## config.mk

```make
export PLATFORM = sky130hd
export DESIGN_NAME = bram_read_ctrl
export DESIGN_NICKNAME = d
export VERILOG_FILES = /design/src/rtl/bram_acc_pkg.sv /design/src/rtl/bram_rd_fifo.sv /design/src/rtl/bram_read_ctrl.sv
export SDC_FILE = /design/constraint.sdc
export NUM_CORES = 1
export LEC_CHECK = 0
export ABC_AREA = 1
export CAP_MARGIN = 10
export CORE_MARGIN = 3
export CORE_UTILIZATION = 45
export DETAILED_ROUTE_END_ITERATION = 12
export DONT_BUFFER_PORTS = 1
export GPL_TIMING_DRIVEN = 0
export MAX_ROUTING_LAYER = met4
export PLACE_DENSITY = 0.7
export SLEW_MARGIN = 40
export SYNTH_ARGS = -nofsm -noshare
export SYNTH_HDL_FRONTEND = slang
export SYNTH_SLANG_ARGS = --single-unit
```

## constraint.sdc

```tcl
create_clock -name clk -period 4.2 [get_ports clk]
set_input_delay 0.84 -clock clk [delete_from_list [all_inputs] [get_ports clk]]
set_output_delay 0.84 -clock clk [all_outputs]
set_load 0.005 [all_outputs]
```

## src/rtl/bram_acc_pkg.sv

```systemverilog
// Shared definitions for the BRAM accessor: FSM encoding, default widths and
// the legal range of BRAM read latency.
package bram_acc_pkg;

  typedef enum logic [1:0] {
    IDLE  = 2'd0,
    ISSUE = 2'd1,
    DRAIN = 2'd2,
    DONE  = 2'd3
  } rd_state_e;

  localparam int DEF_ADDR_WIDTH = 7;
  localparam int DEF_DATA_WIDTH = 32;
  localparam int RD_LAT_MIN     = 1;
  localparam int RD_LAT_MAX     = 3;

  function automatic bit rd_lat_legal(input int lat);
    return (lat >= RD_LAT_MIN) && (lat <= RD_LAT_MAX);
  endfunction

endpackage

```

## src/rtl/bram_rd_fifo.sv

```systemverilog
// Small synchronous FIFO with first-word-fall-through head; the head reads as
// zero while empty. Simultaneous push and pop are legal at any occupancy.
module bram_rd_fifo #(
  parameter int DEPTH = 3,
  parameter int WIDTH = 32
) (
  input  logic                         clk,
  input  logic                         rst_n,
  input  logic                         push,
  input  logic [WIDTH-1:0]             wdata,
  input  logic                         pop,
  output logic [WIDTH-1:0]             rdata,
  output logic                         full,
  output logic                         empty,
  output logic [$clog2(DEPTH+1)-1:0]   count
);
  localparam int CW = $clog2(DEPTH + 1);
  localparam int PW = (DEPTH > 1) ? $clog2(DEPTH) : 1;

  logic [WIDTH-1:0] mem [DEPTH];
  logic [PW-1:0]    wr_ptr_reg, rd_ptr_reg;
  logic [CW-1:0]    count_reg;
  logic             push_ok, pop_ok;

  assign empty   = (count_reg == '0);
  assign full    = (count_reg == CW'(DEPTH));
  assign count   = count_reg;
  assign pop_ok  = pop & ~empty;
  // A push into a full FIFO is accepted only when the head leaves the same cycle.
  assign push_ok = push & (~full | pop_ok);
  assign rdata   = empty ? '0 : mem[rd_ptr_reg];

  always_ff @(posedge clk) begin
    if (push_ok) mem[wr_ptr_reg] <= wdata;
  end

  always_ff @(posedge clk or negedge rst_n) begin
    if (!rst_n) begin
      wr_ptr_reg <= '0;
      rd_ptr_reg <= '0;
      count_reg  <= '0;
    end else begin
      if (push_ok) wr_ptr_reg <= (wr_ptr_reg == PW'(DEPTH - 1)) ? '0 : wr_ptr_reg + PW'(1);
      if (pop_ok)  rd_ptr_reg <= (rd_ptr_reg == PW'(DEPTH - 1)) ? '0 : rd_ptr_reg + PW'(1);
      case ({push_ok, pop_ok})
        2'b10:   count_reg <= count_reg + CW'(1);
        2'b01:   count_reg <= count_reg - CW'(1);
        default: count_reg <= count_reg;
      endcase
    end
  end

endmodule

```

## src/rtl/bram_read_ctrl.sv

```systemverilog
// Burst read sequencer: issues sequential BRAM reads under FIFO credit and
// streams the words out. Optional stall counter: BRAM_READ_CTRL_STALL_CNT_EN.
module bram_read_ctrl
  import bram_acc_pkg::*;
#(
  parameter int ADDR_WIDTH = DEF_ADDR_WIDTH,
  parameter int DATA_WIDTH = DEF_DATA_WIDTH,
  parameter int RD_LAT     = 1,
  parameter int FIFO_DEPTH = RD_LAT + 2
) (
  input  logic                  clk,
  input  logic                  rst_n,
  input  logic                  start_i,
  input  logic [ADDR_WIDTH-1:0] base_i,
  input  logic [ADDR_WIDTH:0]   num_i,
  output logic                  busy_o,
  output logic                  done_o,
  output logic                  bram_en_o,
  output logic [ADDR_WIDTH-1:0] bram_addr_o,
  input  logic [DATA_WIDTH-1:0] bram_rdata_i,
`ifdef BRAM_READ_CTRL_STALL_CNT_EN
  output logic [15:0]           stall_cnt_o,
`endif
  output logic [DATA_WIDTH-1:0] data_o,
  output logic                  valid_o,
  input  logic                  ready_i
);
  localparam int CW = $clog2(FIFO_DEPTH + 1);
  localparam logic [ADDR_WIDTH:0] CNT_ONE = 1;

  if (!rd_lat_legal(RD_LAT) || (FIFO_DEPTH < RD_LAT + 1)) begin : g_bad_cfg
    $error("bram_read_ctrl: illegal RD_LAT / FIFO_DEPTH combination");
  end

  rd_state_e             state_reg, state_next;
  logic [ADDR_WIDTH-1:0] base_reg, addr_hold_reg, issue_addr;
  logic [ADDR_WIDTH:0]   num_reg, iss_reg, pop_reg, pop_next;
  logic [CW-1:0]         inflight_reg, fifo_count;
  logic [CW:0]           occupancy;
  logic [RD_LAT-1:0]     vld_reg;
  logic                  issue, credit, push, fire, fifo_full, fifo_empty, start_ok;

  assign start_ok   = (state_reg == IDLE) && start_i;
  assign issue_addr = base_reg + iss_reg[ADDR_WIDTH-1:0];
  // Reads still in the BRAM pipeline hold a FIFO slot, so the FIFO never overflows.
  assign occupancy  = {1'b0, fifo_count} + {1'b0, inflight_reg};
  assign credit     = !fifo_full && (occupancy < (CW+1)'(FIFO_DEPTH));
  assign issue      = (state_reg == ISSUE) && (iss_reg < num_reg) && credit;
  assign push       = vld_reg[RD_LAT-1];
  assign valid_o    = ~fifo_empty;
  assign fire       = valid_o & ready_i;
  assign pop_next   = pop_reg + (ADDR_WIDTH+1)'(fire);

  always_ff @(posedge clk or negedge rst_n) begin
    if (!rst_n) state_reg <= IDLE;
    else        state_reg <= state_next;
  end

  always_comb begin
    state_next = state_reg;
    case (state_reg)
      IDLE:    if (start_i) state_next = (num_i == '0) ? DONE : ISSUE;
      ISSUE:   if (issue && (iss_reg + CNT_ONE == num_reg)) state_next = DRAIN;
      // Looking at the post-transfer pop count lets done_o follow the last transfer directly.
      DRAIN:   if (pop_next == num_reg) state_next = DONE;
      DONE:    state_next = IDLE;
      default: state_next = IDLE;
    endcase
  end

  always_comb begin
    busy_o      = (state_reg != IDLE);
    done_o      = (state_reg == DONE);
    bram_en_o   = issue;
    bram_addr_o = issue ? issue_addr : addr_hold_reg;
  end

  always_ff @(posedge clk or negedge rst_n) begin
    if (!rst_n) begin
      base_reg      <= '0;
      num_reg       <= '0;
      iss_reg       <= '0;
      pop_reg       <= '0;
      addr_hold_reg <= '0;
      inflight_reg  <= '0;
      vld_reg       <= '0;
    end else begin
      if (start_ok) begin
        base_reg <= base_i;
        num_reg  <= num_i;
        iss_reg  <= '0;
        pop_reg  <= '0;
      end else begin
        if (issue) iss_reg <= iss_reg + CNT_ONE;
        pop_reg <= pop_next;
      end
      if (issue) addr_hold_reg <= issue_addr;
      case ({issue, push})
        2'b10:   inflight_reg <= inflight_reg + CW'(1);
        2'b01:   inflight_reg <= inflight_reg - CW'(1);
        default: inflight_reg <= inflight_reg;
      endcase
      vld_reg[0] <= issue;
      for (int i = 1; i < RD_LAT; i++) vld_reg[i] <= vld_reg[i-1];
    end
  end

  bram_rd_fifo #(
    .DEPTH (FIFO_DEPTH),
    .WIDTH (DATA_WIDTH)
  ) u_fifo (
    .clk   (clk),
    .rst_n (rst_n),
    .push  (push),
    .wdata (bram_rdata_i),
    .pop   (fire),
    .rdata (data_o),
    .full  (fifo_full),
    .empty (fifo_empty),
    .count (fifo_count)
  );

`ifdef BRAM_READ_CTRL_STALL_CNT_EN
  logic [15:0] stall_cnt_reg;

  always_ff @(posedge clk or negedge rst_n) begin
    if (!rst_n)                                                 stall_cnt_reg <= '0;
    else if (start_ok)                                          stall_cnt_reg <= '0;
    else if (valid_o && !ready_i && (stall_cnt_reg != 16'hFFFF)) stall_cnt_reg <= stall_cnt_reg + 16'd1;
  end

  assign stall_cnt_o = stall_cnt_reg;
`endif

endmodule

```

==> out/qor.csv <==
stage,metric,value,unit
outcome,run_status,finished clean,
sta,final-hold-violation-count,0,
sta,slew_headroom,0.556,
clock_network,cts_buffer_depth,2,
detailed_routing,top_signal_layer_used,met4,
yosys,part_of_the_yosys_area_used_for_sequential_elements,0.607,
detailed_routing,detail_route.iter0.violations,399,
clock_network,hold_buf_count_cts,0,
power,power_per_cell_area,688,nW/µm²
layout,final_core_utilization,0.528,
yosys,post_synth.cell_area_avg,9.81,µm²
clock_network,cts_tree,yes,
layout,top_register,u_fifo.mem,
detailed_routing,route.antenna.remaining_nets,0,
global_route,first_global_vias,4807,
power,totalPowerFinal,0.00532,W
clock_network,clock_latency,420,ps
yosys,synth_edf_count,96,
sta,tightestPinTransition,662,ps
yosys,yosysMostFrequentCell,sky130_fd_sc_hd__nand2_1,
power,ir_drop,509,µV
job,cap_violations,0,
layout,largest_register_ff_count,96,
detailed_routing,drtPass1Iterations,5,
critical_path,critical_path.max_fanout,10,
yosys,yosys-top-cells-area,"sky130_fd_sc_hd__edfxtp_1 43%, sky130_fd_sc_hd__dfrtp_1 18%, sky130_fd_sc_hd__nand2_1 11%, sky130_fd_sc_hd__nand3_1 7.1%, sky130_fd_sc_hd__ha_1 4.6%",
layout,area_growth_syn_to_layout,14.2,%
sta,finalWorstSetupSlack,555,ps
power,static_leakage,3.39,nW
yosys,post_synth_inst_count,690,
placement,detailedPlace.worstSlack,963,ps
die,core_area,14600,µm²
sta,finalMaxSlewViolations,0,
layout,fraction_of_final_layout_cells_sized_beyond_drive_strength_1,0.0886,
die,floorplan.rows,44,
detailed_routing,post-route-drc-count,0,
clock_network,numClockSinks,145,
die,die-width,129,µm
critical_path,crit_type,reg2out,
die,initial_core_util,0.462,
yosys,netlist_area,6770,µm²
layout,number_of_inserted_diodes,0,
clock_network,clkSlewWorstSetupHoldPaths,60,ps
clock_network,cts_max_level,4,
detailed_routing,met3_wirelength,1120,µm
clock_network,cts.repair.resized,0,
yosys,yosys_most_used_dff,sky130_fd_sc_hd__edfxtp_1,
detailed_routing,m1WireLength,6210,µm
global_route,grt_first_pass_wirelength,23900,µm
placement,dpl_hpwl,10200,µm
clock_network,postCtsSetupRepairBufs,0,
layout,fin_nets,799,
die,boundaryPins,94,
critical_path,timing.critical_path.required,3360,ps
yosys,synth_async_sr_flop_share,0.338,
yosys,synth_cell_type_count,31,
sta,final_period_minus_worst_setup_slack,3650,ps
sta,final.period_utilization,0.868,
yosys,yosys_register_bits,145,
min_path,hold_class,in2async,
detailed_routing,met2RoutedLength,7310,µm
global_route,aggregate_global_routing_overflow,0,
detailed_routing,vias,4887,
sta,unrepaired_setup_endpoints_after_global_routing,false,
clock_network,root_buffer,sky130_fd_sc_hd__clkbuf_16,
detailed_routing,avgViaCountPerCell,5.32,
critical_path,critical_path_arrival,2810,ps
detailed_routing,routed_wirelength,14800,µm
critical_path,worstSetupEndpointType,output pin,
yosys,cell_type_with_the_largest_total_area_after_synthesis,sky130_fd_sc_hd__edfxtp_1,
yosys,top_area_cell_type_share_of_the_netlist_area,0.426,
detailed_routing,routed_wire_length_per_instance,16.1,µm
die,die_area,16500,µm²
global_route,pin_count_of_the_biggest_net_entering_global_routing,50,
sta,finalSetupViolCount,0,
placement,port-buffer-count,0,
placement,place_congestion,0.883,
yosys,synth_cell_count_leaders,"207 x sky130_fd_sc_hd__nand2_1, 96 x sky130_fd_sc_hd__edfxtp_1, 96 x sky130_fd_sc_hd__nand3_1, 74 x sky130_fd_sc_hd__inv_1, 49 x sky130_fd_sc_hd__dfrtp_1",
die,die_h,129,µm
yosys,syn_nets,768,
sta,maxClockFrequency,274,MHz
global_route,antenna_found_initial,0,
sta,clock-skew-final,6.87,ps
clock_network,cts_inserted_buffers,17,
global_route,grt_util_all_layers,0.189,
critical_path,start_kind,register,
yosys,synthesis.yosys.warnings,0,
==> path summary, 6_finish.rpt <==
check,cells past startpoint,slack (ps),start,end
max in group asynchronous,0,4000,rst_n,pop_reg[2]
worst min register to register,2,490,base_reg[5],base_reg[5]
worst max-delay path,8,550,u_fifo.count[0],bram_addr_o[1]
min in group clk,2,490,base_reg[5],base_reg[5]
worst min-delay path,0,120,rst_n,base_reg[5]
worst max register to register,11,1240,u_fifo.count[0],inflight_reg[1]
==> kinds of logic (layout without fill, tap and decap cells) <==
| kind of cell | Yosys count | after routing | share of synthesized area |
|---|---|---|---|
| AOI/OAI and AO/OA | 52 | 52 | 0.0425 |
| xor gates and xnor gates | 12 | 12 | 0.0155 |
| adders and majority gates | 27 | 27 | 0.0521 |
| buffers and inverters | 100 | 144 | 0.0555 |
| DFF | 145 | 145 | 0.607 |
| muxes | 1 | 1 | 0.00166 |
| and+or+nand+nor | 353 | 353 | 0.225 |
==> where the power goes <==
group          switching [W]  internal, W
combinational        0.00122     0.000582
clock               0.000580     0.000998
sequential          0.000160      0.00178
total                0.00196      0.00336
==> through the flow <==
stage	hold slack, ps	setup TNS [ps]	area [µm²]	std cells
finish	117	0	7730	918
global route	87.2	0	7730	918
floorplan	455	0	6770	690
CTS	101	0	7730	918
global placement	475	-67530	7000	874
detailed placement	475	0	7110	886
==> critical path, cell delays in order, from the launching register on <==
cell and delay [ps]:
sky130_fd_sc_hd__dfrtp_1 440, sky130_fd_sc_hd__ha_1 220, sky130_fd_sc_hd__fa_1 430, sky130_fd_sc_hd__a21oi_1 130, sky130_fd_sc_hd__nand2_1 80, sky130_fd_sc_hd__nor2_2 340, sky130_fd_sc_hd__inv_2 150, sky130_fd_sc_hd__clkbuf_1 270
sky130_fd_sc_hd__o21ai_1 320
==> cell usage in the layout (no fill, tap or decap), types with 2 or more instances in the layout <==
master and count:
sky130_fd_sc_hd__clkbuf_16 17, sky130_fd_sc_hd__nand3_1 96, sky130_fd_sc_hd__nand2_1 207, sky130_fd_sc_hd__a21o_1 2, sky130_fd_sc_hd__o22ai_1 5, sky130_fd_sc_hd__nor2_4 3
sky130_fd_sc_hd__nor2_2 5, sky130_fd_sc_hd__inv_1 74, sky130_fd_sc_hd__xnor2_1 7, sky130_fd_sc_hd__nor2_1 26, sky130_fd_sc_hd__nand4_1 2, sky130_fd_sc_hd__bufinv_16 4
sky130_fd_sc_hd__buf_4 6, sky130_fd_sc_hd__ha_1 25, sky130_fd_sc_hd__buf_2 3, sky130_fd_sc_hd__dfrtp_1 49, sky130_fd_sc_hd__xor2_1 5, sky130_fd_sc_hd__buf_6 2
sky130_fd_sc_hd__o21ai_1 6, sky130_fd_sc_hd__clkbuf_1 19, sky130_fd_sc_hd__clkinv_4 2, sky130_fd_sc_hd__fa_1 2, sky130_fd_sc_hd__inv_2 3, sky130_fd_sc_hd__inv_6 3
sky130_fd_sc_hd__a21oi_1 15, sky130_fd_sc_hd__buf_1 6, sky130_fd_sc_hd__nor4_1 2, sky130_fd_sc_hd__nor3_2 2, sky130_fd_sc_hd__nand3_2 4, sky130_fd_sc_hd__clkinv_1 2
sky130_fd_sc_hd__o21ai_0 21, sky130_fd_sc_hd__edfxtp_1 96, sky130_fd_sc_hd__nand2_2 5
==> routing by layer <==
metal | global-route usage | vias to the layer above
li1 | - | 2346
met1 | 0.231 | 2355
met2 | 0.307 | 166
met3 | 0.0598 | 20
met4 | 0.0506 | 0
met5 | - | -
==> cell type report <==
type                       instances  area, µm²
inverter                          78        293
clock inverter                    12        180
multi-input combinational        445       2300
tap                              184        230
clock buffer                      20        437
fill                            1263       6920
sequential                       145       4110
timing repair buffer              12       97.6
buffer                            22       82.6
No activity file was read; power rests on OpenSTA's default activity.
==> RTL edit: new RTL, same settings <==
Set the parameter `RD_LAT` to 2 (it was 1).
--- a/src/rtl/bram_read_ctrl.sv
+++ b/src/rtl/bram_read_ctrl.sv
@@ -7,3 +7,3 @@
   parameter int DATA_WIDTH = DEF_DATA_WIDTH,
-  parameter int RD_LAT     = 1,
+  parameter int RD_LAT     = 2,
   parameter int FIFO_DEPTH = RD_LAT + 2
Function: changed (Yosys sat finds a counterexample within 4 cycles, from zero or initial values and one cycle with rst_n low).
==> RTL edit against the unedited design <==
  * Area after synthesis rose by 20%
  * Sequential power rose by 21%
  * Setup slack improved by 170 ps
  * Non-clock buffer count rose by 1
  * Wire length rose by 17%
  * Critical path depth rose by 2
  * Synthesized cell count rose by 15%
  * Die area rose by 19%
  * Sequential cell count rose by 35
  * Hold slack got worse by 13 ps
  * Largest cell class unchanged
  * Power rose by 13%
  * Register-to-register slack got worse by 130 ps
  * Cell area rose by 19%
==> RTL edit: results (changes against the unedited design) <==
| Metric | Value |
|---|---|
| Outcome | `finished, final reports clean (unchanged)` |
| Critical path's largest stage delay | `410 ps (was 440 ps)` |
| GRT Total Usage | `18.66% (was 18.94%)` |
| Fmax | `287.5 MHz (was 274.3 MHz)` |
| Net Sw Frac | `39.08% (was 36.83%)` |
| EDFF count, synth | `128 (was 96)` |
| Fin cells | `1056 (was 918)` |
| Finished Cell Area | `9176 sq um (was 7729 sq um)` |
| Total gr overflow | `0 (unchanged)` |
| First-pass GRT wire length | `28.26 mm (was 23.92 mm)` |
| Share of layout cells above drive strength 1 | `6.859% (was 8.856%)` |
| Cells after DPL | `1024 (was 886)` |
| Max reg flops | `128 (was 96)` |
| Fillers | `1521 (was 1263)` |
| Hold WS | `104.1 ps (was 116.6 ps)` |
| Pleak | `3.595 nW (was 3.387 nW)` |
| Hold Path Class | `input port to async pin (unchanged)` |
| Syn nets | `877 (was 768)` |
| Nets@finish | `903 (was 799)` |
| Crit path arrival time | `2640 ps (was 2810 ps)` |
| Routed vias | `5525 (was 4887)` |
| Ranking of synthesized cells by area | `edfxtp_1, dfrtp_1, nor2_1 (was edfxtp_1, dfrtp_1, nand2_1)` |
| Setup bufs post-CTS | `0 (unchanged)` |
| Post-DP HPWL | `11.92 mm (was 10.18 mm)` |
| R2R Setup Slk | `1110 ps (was 1240 ps)` |
| DR WL/cell | `16.37 um (was 16.15 um)` |
| Post-synthesis compound-gate area fraction | `9.559% (was 4.253%)` |
| Largest net degree at the start of global routing | `53 (was 50)` |
| Sequential power | `2.35 mW (was 1.94 mW)` |
| Setup crit end | `bram_addr_o[3] (was bram_addr_o[1])` |
| Global placement routability congestion | `0.8579 (was 0.8832)` |
| Worst vdd rail ir drop | `0.3477 mV (was 0.5088 mV)` |
| Comb. pwr | `2.13 mW (was 1.80 mW)` |
| Top cells by count, synth | `nor2_1, edfxtp_1, nand2_1 (was nand2_1, edfxtp_1, nand3_1)` |
| R2R depth | `14 (was 11)` |
| Place WS | `963.3 ps (about the same)` |
| Flop pwr share | `38.9% (was 36.5%)` |
| Maximum clock path buffer count | `2 (unchanged)` |
| Post-DP Area | `8587 sq um (was 7112 sq um)` |
| Reg2reg end | `inflight_reg[2] (was inflight_reg[1])` |
| Syn Area/Cell | `10.28 sq um (was 9.807 sq um)` |
| Clk root buf | `clkbuf_16 (unchanged)` |
| Delay-heaviest family, CP | `compound AO/OA/AOI/OAI gates (was adder cells)` |
| Async SR Flop Fraction | `28.89% (was 33.79%)` |
| Ys Warns | `0 (unchanged)` |
| Number of library cell types mapped by synthesis | `33 (was 31)` |
| Vias in the first global route | `5579 (was 4807)` |
| Worst Max-Slew Pin Slew | `640.2 ps (was 662.1 ps)` |
| Sequential element share of the synthesized area | `63.19% (was 60.72%)` |
| Post-synthesis mux area share | `0.1383% (was 0.1664%)` |
| Synthesized-area fraction occupied by adder cells | `5.502% (was 5.214%)` |
| Worst setup startpoint | `num_reg[1] (was u_fifo.count[0])` |
| Clk_skew | `9.144 ps (was 6.874 ps)` |
| Drt initial violations | `443 (was 399)` |
| Post-synthesis xor/xnor area fraction | `1.398% (was 1.553%)` |
==> RTL edit: changes by cell type in the layout (fill, tap and decap cells not counted), sizes merged, moves of 3 or more <==
cell    before  now
a21oi       16   51
buf         18   12
bufinv       4    0
clkbuf      36   41
dfrtp       49   52
edfxtp      96  128
ha          25   31
inv         80   70
nand2      212  113
nand3      100   34
nand4        2    5
nor2        34  166
o21ai       27   93
==> RTL edit: layout make-up <==
type | instances | share of cell area, %
Multi-Input combinational cell | 523 | 29.38
Clock inverter | 14 | 1.691
Clock buffer | 18 | 4.677
Buffer | 28 | 1.200
Inverter | 61 | 2.495
Timing Repair Buffer | 7 | 1.418
Tap cell | 225 | 3.068
Sequential cell | 180 | 56.07
==> RTL edit: per-layer routing <==
metal	share of wire [%]	wire length, um	track usage, %
met1	42	7266	23.10
met2	50	8619	31.02
met3	7.0	1204	4.609
met4	1.2	199	4.640
met5	0	0	-
